===== src/rtl/cdb_arbiter.sv =====
// cdb_arbiter: round-robin arbiter for the single Common Data Bus.
// Grants one completing functional unit per cycle (combinational grant),
// then broadcasts the winner's destination tag from a register on the
// following cycle. A NULL (all-ones) tag is granted and drained but does
// not raise the broadcast-valid.
module cdb_arbiter #(
   parameter int NUM_REQ = 4,
   parameter int TAG_W   = 7,
   localparam int PTR_W  = (NUM_REQ > 1) ? $clog2(NUM_REQ) : 1
) (
   input  logic                            clock,
   input  logic                            reset,
   input  logic                            enable,
   input  logic                            flush,
   input  logic [NUM_REQ-1:0]              req_valid,
   input  logic [NUM_REQ-1:0][TAG_W-1:0]   req_tag,
   output logic [NUM_REQ-1:0]              grant,
   output logic                            CAM_en,
   output logic [TAG_W-1:0]                CDB_out,
   output logic [PTR_W-1:0]                rr_ptr
);

   localparam logic [TAG_W-1:0] NULL_TAG = {TAG_W{1'b1}};

   // Registered state
   logic                cam_en_q, cam_en_d;
   logic [TAG_W-1:0]    cdb_q, cdb_d;
   logic [PTR_W-1:0]    ptr_q, ptr_d;

   // Arbitration results
   logic                found_s;
   logic [PTR_W-1:0]    win_s;
   logic [PTR_W-1:0]    idx_s;
   logic                win_ok_s;
   logic                gnt_ok_s;
   logic [TAG_W-1:0]    win_tag_s;
   logic [NUM_REQ-1:0]  grant_s;

   // Arbitration is live only when enabled and not squashed; reset also
   // forces the visible grant low so no FU thinks it drained during reset.
   assign win_ok_s = enable & ~flush & found_s;
   assign gnt_ok_s = win_ok_s & ~reset;

   // Scan from the round-robin pointer upward (wrapping naturally, since
   // NUM_REQ is a power of two) and pick the first valid requester.
   always_comb begin
      found_s = 1'b0;
      win_s   = '0;
      idx_s   = '0;
      for (int i = 0; i < NUM_REQ; i++) begin
         idx_s = ptr_q + i[PTR_W-1:0];
         if (!found_s && req_valid[idx_s]) begin
            found_s = 1'b1;
            win_s   = idx_s;
         end else begin
            found_s = found_s;
         end
      end
   end

   // Decode the winner index into a one-hot grant vector.
   always_comb begin
      grant_s = '0;
      for (int k = 0; k < NUM_REQ; k++) begin
         if (gnt_ok_s && (win_s == k[PTR_W-1:0])) begin
            grant_s[k] = 1'b1;
         end else begin
            grant_s[k] = 1'b0;
         end
      end
   end

   assign win_tag_s = req_tag[win_s];

   // Next-state for the broadcast register and the priority pointer.
   always_comb begin
      cam_en_d = 1'b0;
      cdb_d    = NULL_TAG;
      ptr_d    = ptr_q;
      if (win_ok_s) begin
         cdb_d    = win_tag_s;
         cam_en_d = (win_tag_s != NULL_TAG);
         ptr_d    = win_s + {{(PTR_W-1){1'b0}}, 1'b1};
      end else if (flush) begin
         ptr_d    = '0;
      end else begin
         ptr_d    = ptr_q;
      end
   end

   // State registers; reset clears the broadcast immediately, even mid-cycle.
   always_ff @(posedge clock or posedge reset) begin
      if (reset) begin
         cam_en_q <= 1'b0;
         cdb_q    <= NULL_TAG;
         ptr_q    <= '0;
      end else begin
         cam_en_q <= cam_en_d;
         cdb_q    <= cdb_d;
         ptr_q    <= ptr_d;
      end
   end

   assign grant   = grant_s;
   assign CAM_en  = cam_en_q;
   assign CDB_out = cdb_q;
   assign rr_ptr  = ptr_q;

endmodule


===== config.mk =====
export PLATFORM = sky130hd
export DESIGN_NAME = cdb_arbiter
export DESIGN_NICKNAME = d
export VERILOG_FILES = /design/src/rtl/cdb_arbiter.sv
export SDC_FILE = /design/constraint.sdc
export NUM_CORES = 1
export LEC_CHECK = 0
export CAP_MARGIN = 10
export CORE_UTILIZATION = 39
export CTS_CLUSTER_DIAMETER = 200
export CTS_CLUSTER_SIZE = 10
export DETAILED_ROUTE_END_ITERATION = 10
export PLACE_DENSITY = 0.83
export SLEW_MARGIN = 5
export SYNTH_ARGS = -nofsm -noshare
export SYNTH_HDL_FRONTEND = slang
export SYNTH_SLANG_ARGS = --single-unit

===== constraint.sdc =====
create_clock -name clock -period 8.2 [get_ports clock]
set_input_delay 2.46 -clock clock [delete_from_list [all_inputs] [get_ports clock]]
set_output_delay 2.46 -clock clock [all_outputs]
set_load 0.01 [all_outputs]

### Word level (Yosys, flattened, before mapping)

Cells that the tools add are included.

| operators by class | value |
|---|---|
| add/subtract/negate cells | 4 |
| $lt $le $gt $ge | 5 |
| equal/unequal tests | 4 |
| mux-type cells | 26 |
| bitwise logic cells | 5 |
| reductions and logical operators | 12 |

Operator list:

| cell | number |
|---|---|
| $lt 2x3->1 const B | 5 |
| $bmux 7 s2 | 1 |
| $mux 7 | 2 |
| $mux 1 | 13 |
| $mux 2 | 6 |
| $bmux 1 s2 | 4 |
| $logic_and 1x1->1 | 7 |
| $ne 7x7->1 const B | 1 |
| $add 2x1->2 const B | 2 |
| $add 2x2->2 const B | 2 |
| $eq 2x2->1 const B | 2 |
| $and 1x1->1 | 3 |
| $logic_not 1->1 | 3 |
| $eq 2x1->1 const B | 1 |
| $logic_not 2->1 | 1 |
| $not 1->1 | 2 |
| $reduce_bool 2->1 | 1 |

| storage, ports and cells | value |
|---|---|
| register bits | 10 |
| bits of input ports | 36 |
| logic and storage cells | 59 |

### Depth between registers and ports, before layout

| depth | value |
|---|---|
| word-level depth | 16 |
| mapped depth | 8 |
| mapped depth without buffers | 7 |

### Worst setup path after synthesis

No wires, ideal clock.

| path | value |
|---|---|
| path type | input port to output port |
| start | input port req_valid[0] |
| end | output port grant[2] |
| arrival time | 3.623 ns |
| data required time | 5.740 ns |
| slack | 2.117 ns |
| cell stages on the path | 7 |
| path buffers | 0 |
| cells stage by stage | nor2b_1 nor3_1 a21oi_1 nor2_2 inv_1 ha_1 and3_1 |

| on the way | value |
|---|---|
| cells in the longest elaborated chain, start to end | 16 |
| elaborated cells on any way between the ends | 27 |

Ends and longest elaborated chain:

| item | line | source |
|---|---|---|
| start, declared | 15 | `input logic [NUM_REQ-1:0] req_valid,` |
| $bmux 1 s2 | 52 | `if (!found_s && req_valid[idx_s]) begin` |
| $mux 1 (implied by the code) | 52 |  |
| $mux 1 | 52 |  |
| $logic_not 1->1 | 52 |  |
| $logic_and 1x1->1 | 52 |  |
| $mux 1 | 52 |  |
| $logic_not 1->1 | 52 |  |
| $logic_and 1x1->1 | 52 |  |
| $mux 1 | 52 |  |
| $logic_not 1->1 | 52 |  |
| $logic_and 1x1->1 | 52 |  |
| $mux 1 | 52 |  |
| $and 1x1->1 | 41 | `assign win_ok_s = enable & ~flush & found_s;` |
| $and 1x1->1 | 42 | `assign gnt_ok_s = win_ok_s & ~reset;` |
| $logic_and 1x1->1 (*) | 65 | `if (gnt_ok_s && (win_s == k[PTR_W-1:0])) begin` |
| $mux 1 (*) | 65 |  |
| end, declared | 17 | `output logic [NUM_REQ-1:0] grant,` |

Mark *: on every way between the ends. The rest lies on a longest branch, timed or not. The select of a mux whose other input is x is not followed.

### Final worst setup path

| path | value |
|---|---|
| start | input port req_valid[2] |
| end | output port grant[1] |

The elaborated chain is that of the path after synthesis.

==> results.py <==
metrics = {
    "synth": {
        "synthArstFlopShare_pct": 100,
        "synth-seq-area-share_pct": 32.6,
        "synthFlopType": "dfstp_2",
        "yosys-top-cells-count": "mux2i_1, nand2_1, dfstp_2, mux2_2",
        "yosys_register_bits": 10,
        "synth_fp_nets": 116,
        "ys_warn_count": 0,
        "syn_inst": 76,
        "synth_area_um2": 793,
        "yosysMostFrequentCell": "mux2i_1",
        "synth_top_area_share_pct": 23.2,
        "synth_top_area_cell": "dfstp_2",
        "synthTopCellsByArea": "dfstp_2, mux2i_1, mux2_2",
        "avgSynthCellArea_um2": 10.4,
        "synth_edf_count": 0,
        "yosysUniqueCellTypes": 24,
    },
    "floorplan": {
        "fp-row-count": 15,
        "initial_utilization_pct": 43.6,
        "dieWidth_um": 47.1,
        "die_h_um": 47.1,
        "core_area_um2": 1820,
        "dieArea_um2": 2220,
        "pin_count": 50,
    },
    "critical_path": {
        "worstRegToRegCells": 7,
        "arrival_ns": 4.75,
        "worstPathMaxFanout": 17,
        "r2r_start": "rr_ptr[0]",
        "critPathRequiredTime_ns": 5.74,
        "path_class": "input port to output port",
        "startpoint_type": "input port",
        "end_kind": "output port",
        "r2r_end": "CAM_en",
        "r2r_slack_ns": 6.03,
    },
    "timing": {
        "slew_viol_final": 0,
        "fin_skew_ns": 0.00518,
        "setup_violations": 0,
        "period_share_pct": 87.9,
        "slew-limit-headroom_pct": 54.4,
        "grt_setup_unrepaired": "no",
        "max_freq_mhz": 139,
        "holdWs_ns": 0.580,
        "worst_slew_pin_slew_ns": 0.682,
        "final.min_clock_period_ns": 7.21,
        "finalSetupTns_ns": 0,
        "hold_violations": 0,
    },
    "global_routing": {
        "antenna_found_initial": 0,
        "grt.overflow.total": 0,
        "grt_pass1_vias": 674,
        "grt_usage_pct": 18.1,
        "grt_max_degree": 18,
        "grt_pass1_wl_um": 2800,
    },
    "route": {
        "vias": 761,
        "viasPerCell": 5.01,
        "drc": 0,
        "firstDrtPassIters": 4,
        "ant_nets": 0,
        "wl_per_cell_um": 11.9,
        "drtIter0Drc": 7,
        "finalWirelength_um": 1810,
    },
    "power": {
        "switching_share_pct": 28.5,
        "power_frac_clock_pct": 24.3,
        "power.internal_uw": 126,
        "sequentialPowerShare_pct": 32.7,
        "combinationalPowerShare_pct": 43.0,
        "p_leak_uw": 0.000546,
        "power.switching_uw": 50.5,
        "power.density_nw_per_um2": 134,
        "power_uw": 177,
        "ir_drop_v": 0.000121,
    },
    "place": {
        "gp_congestion": 0.741,
        "numPortBuffers": 49,
        "place_hpwl_um": 1440,
    },
    "cts": {
        "cts_buffer_depth": 2,
        "ctsResizeCount": 0,
        "postCtsHoldBufs": 0,
        "htree_levels": 1,
        "insertion_delay_ns": 0.26,
        "numCtsBuffers": 3,
        "cts_tree": "done",
        "clock-sinks": 10,
        "clkTransAtPathRegs_ns": 0.07,
        "post_cts_buffers": 0,
        "clockRootBuffer": "clkbuf_4",
    },
    "layout": {
        "area_growth_pct": 66.9,
        "nets": 168,
        "nFillCells": 143,
        "diodes": 0,
        "finish.utilization_pct": 72.7,
        "drive_gt1_share_pct": 20.5,
    },
    "hold_path": {
        "whs_endpoint": "rr_ptr[0]",
        "min_path_type": "register to register",
        "hold_path_depth": 2,
        "hold_start": "rr_ptr[0]",
    },
    "status": {
        "status": "completed",
    },
    "run": {
        "maxCapViolations": 0,
    },
}
power groups by stage:
| stage | sequential, uW | clock (uW) | combinational (uW) |
|---|---|---|---|
| 2_1_floorplan | 60.6 | 0 | 44.5 |
| 3_3_place_gp | 58.6 | 0 | 75.6 |
| 3_5_place_dp | 58.8 | 0 | 76.5 |
| 4_1_cts | 57.9 | 43.9 | 77.1 |
| 5_1_grt | 58.4 | 47.5 | 82.6 |
| 6_report | 57.9 | 42.9 | 76.0 |
layout make-up:
type	instances	area (um^2)	share of cell area, %
Sequential cell	10	259	19.6
Tap cell	25	31.3	2.36
Multi-Input combinational cell	60	492	37.1
Clock buffer	4	36.3	2.74
Timing Repair Buffer	49	490	37.1
Inverter	4	15.0	1.13
worst max-delay path: stages:
cell	delay, ns
clkdlybuf4s50_1	0.50
nor2b_1	0.22
nor2_2	0.07
a2bb2oi_4	0.53
inv_1	0.14
ha_1	0.20
and3_1	0.15
clkdlybuf4s50_1	0.47
per-stage QoR:
step	worst slack (ns)	cells	cell area, um^2
finish	0.991	152	1320
global route	0.818	152	1320
CTS	0.972	152	1320
detailed placement	0.980	148	1290
global placement	1.03	148	1290
floorplan	2.12	76	793
registers in the layout, indices dropped and copies added, names as in the netlist:
signal,count
CDB_out,7
rr_ptr,2
CAM_en,1
cells by family after synthesis:
group | share of synthesized area (%)
flops | 32.7
mux | 28.9
fa+ha+maj | 6.31
simple gates | 18.9
buf+inv | 5.36
compound gates | 7.89
worst max path at each step:
stage                 startpoint  slack (ns)  cells past startpoint       end
detailed placement  req_valid[2]        0.98                      8  grant[1]
global placement    req_valid[2]        1.03                      8  grant[1]
finish              req_valid[2]        0.99                      8  grant[1]
floorplan           req_valid[0]        2.12                      7  grant[2]
CTS                 req_valid[2]        0.97                      8  grant[1]
global route        req_valid[2]        0.82                      8  grant[1]
layer usage:
layer	up-vias	routed length [um]	track usage [%]	part of all wire (%)
met5	-	0	0	0
met4	0	0	3.43	0
met3	0	160	3.46	8.9
met2	43	891	32.5	49
met1	350	754	22.6	42
li1	368	-	-	-
layout by cell type, fill, tap and decap left out:
cell type,count
a21boi_1,1
a21oi_1,3
a2bb2oi_4,1
and3_1,4
clkbuf_4,3
clkbuf_8,1
clkdlybuf4s50_1,49
dfrtp_1,3
dfstp_2,7
ha_1,4
inv_1,4
mux2_2,7
mux2i_1,15
nand2_1,9
nand2_2,1
nand2b_1,1
nor2_1,3
nor2_2,3
nor2b_1,2
nor2b_2,1
nor3_1,1
nor3_2,1
nor4_2,1
o21ai_0,1
o41ai_1,1
No activity file was read; power rests on OpenSTA's default activity.
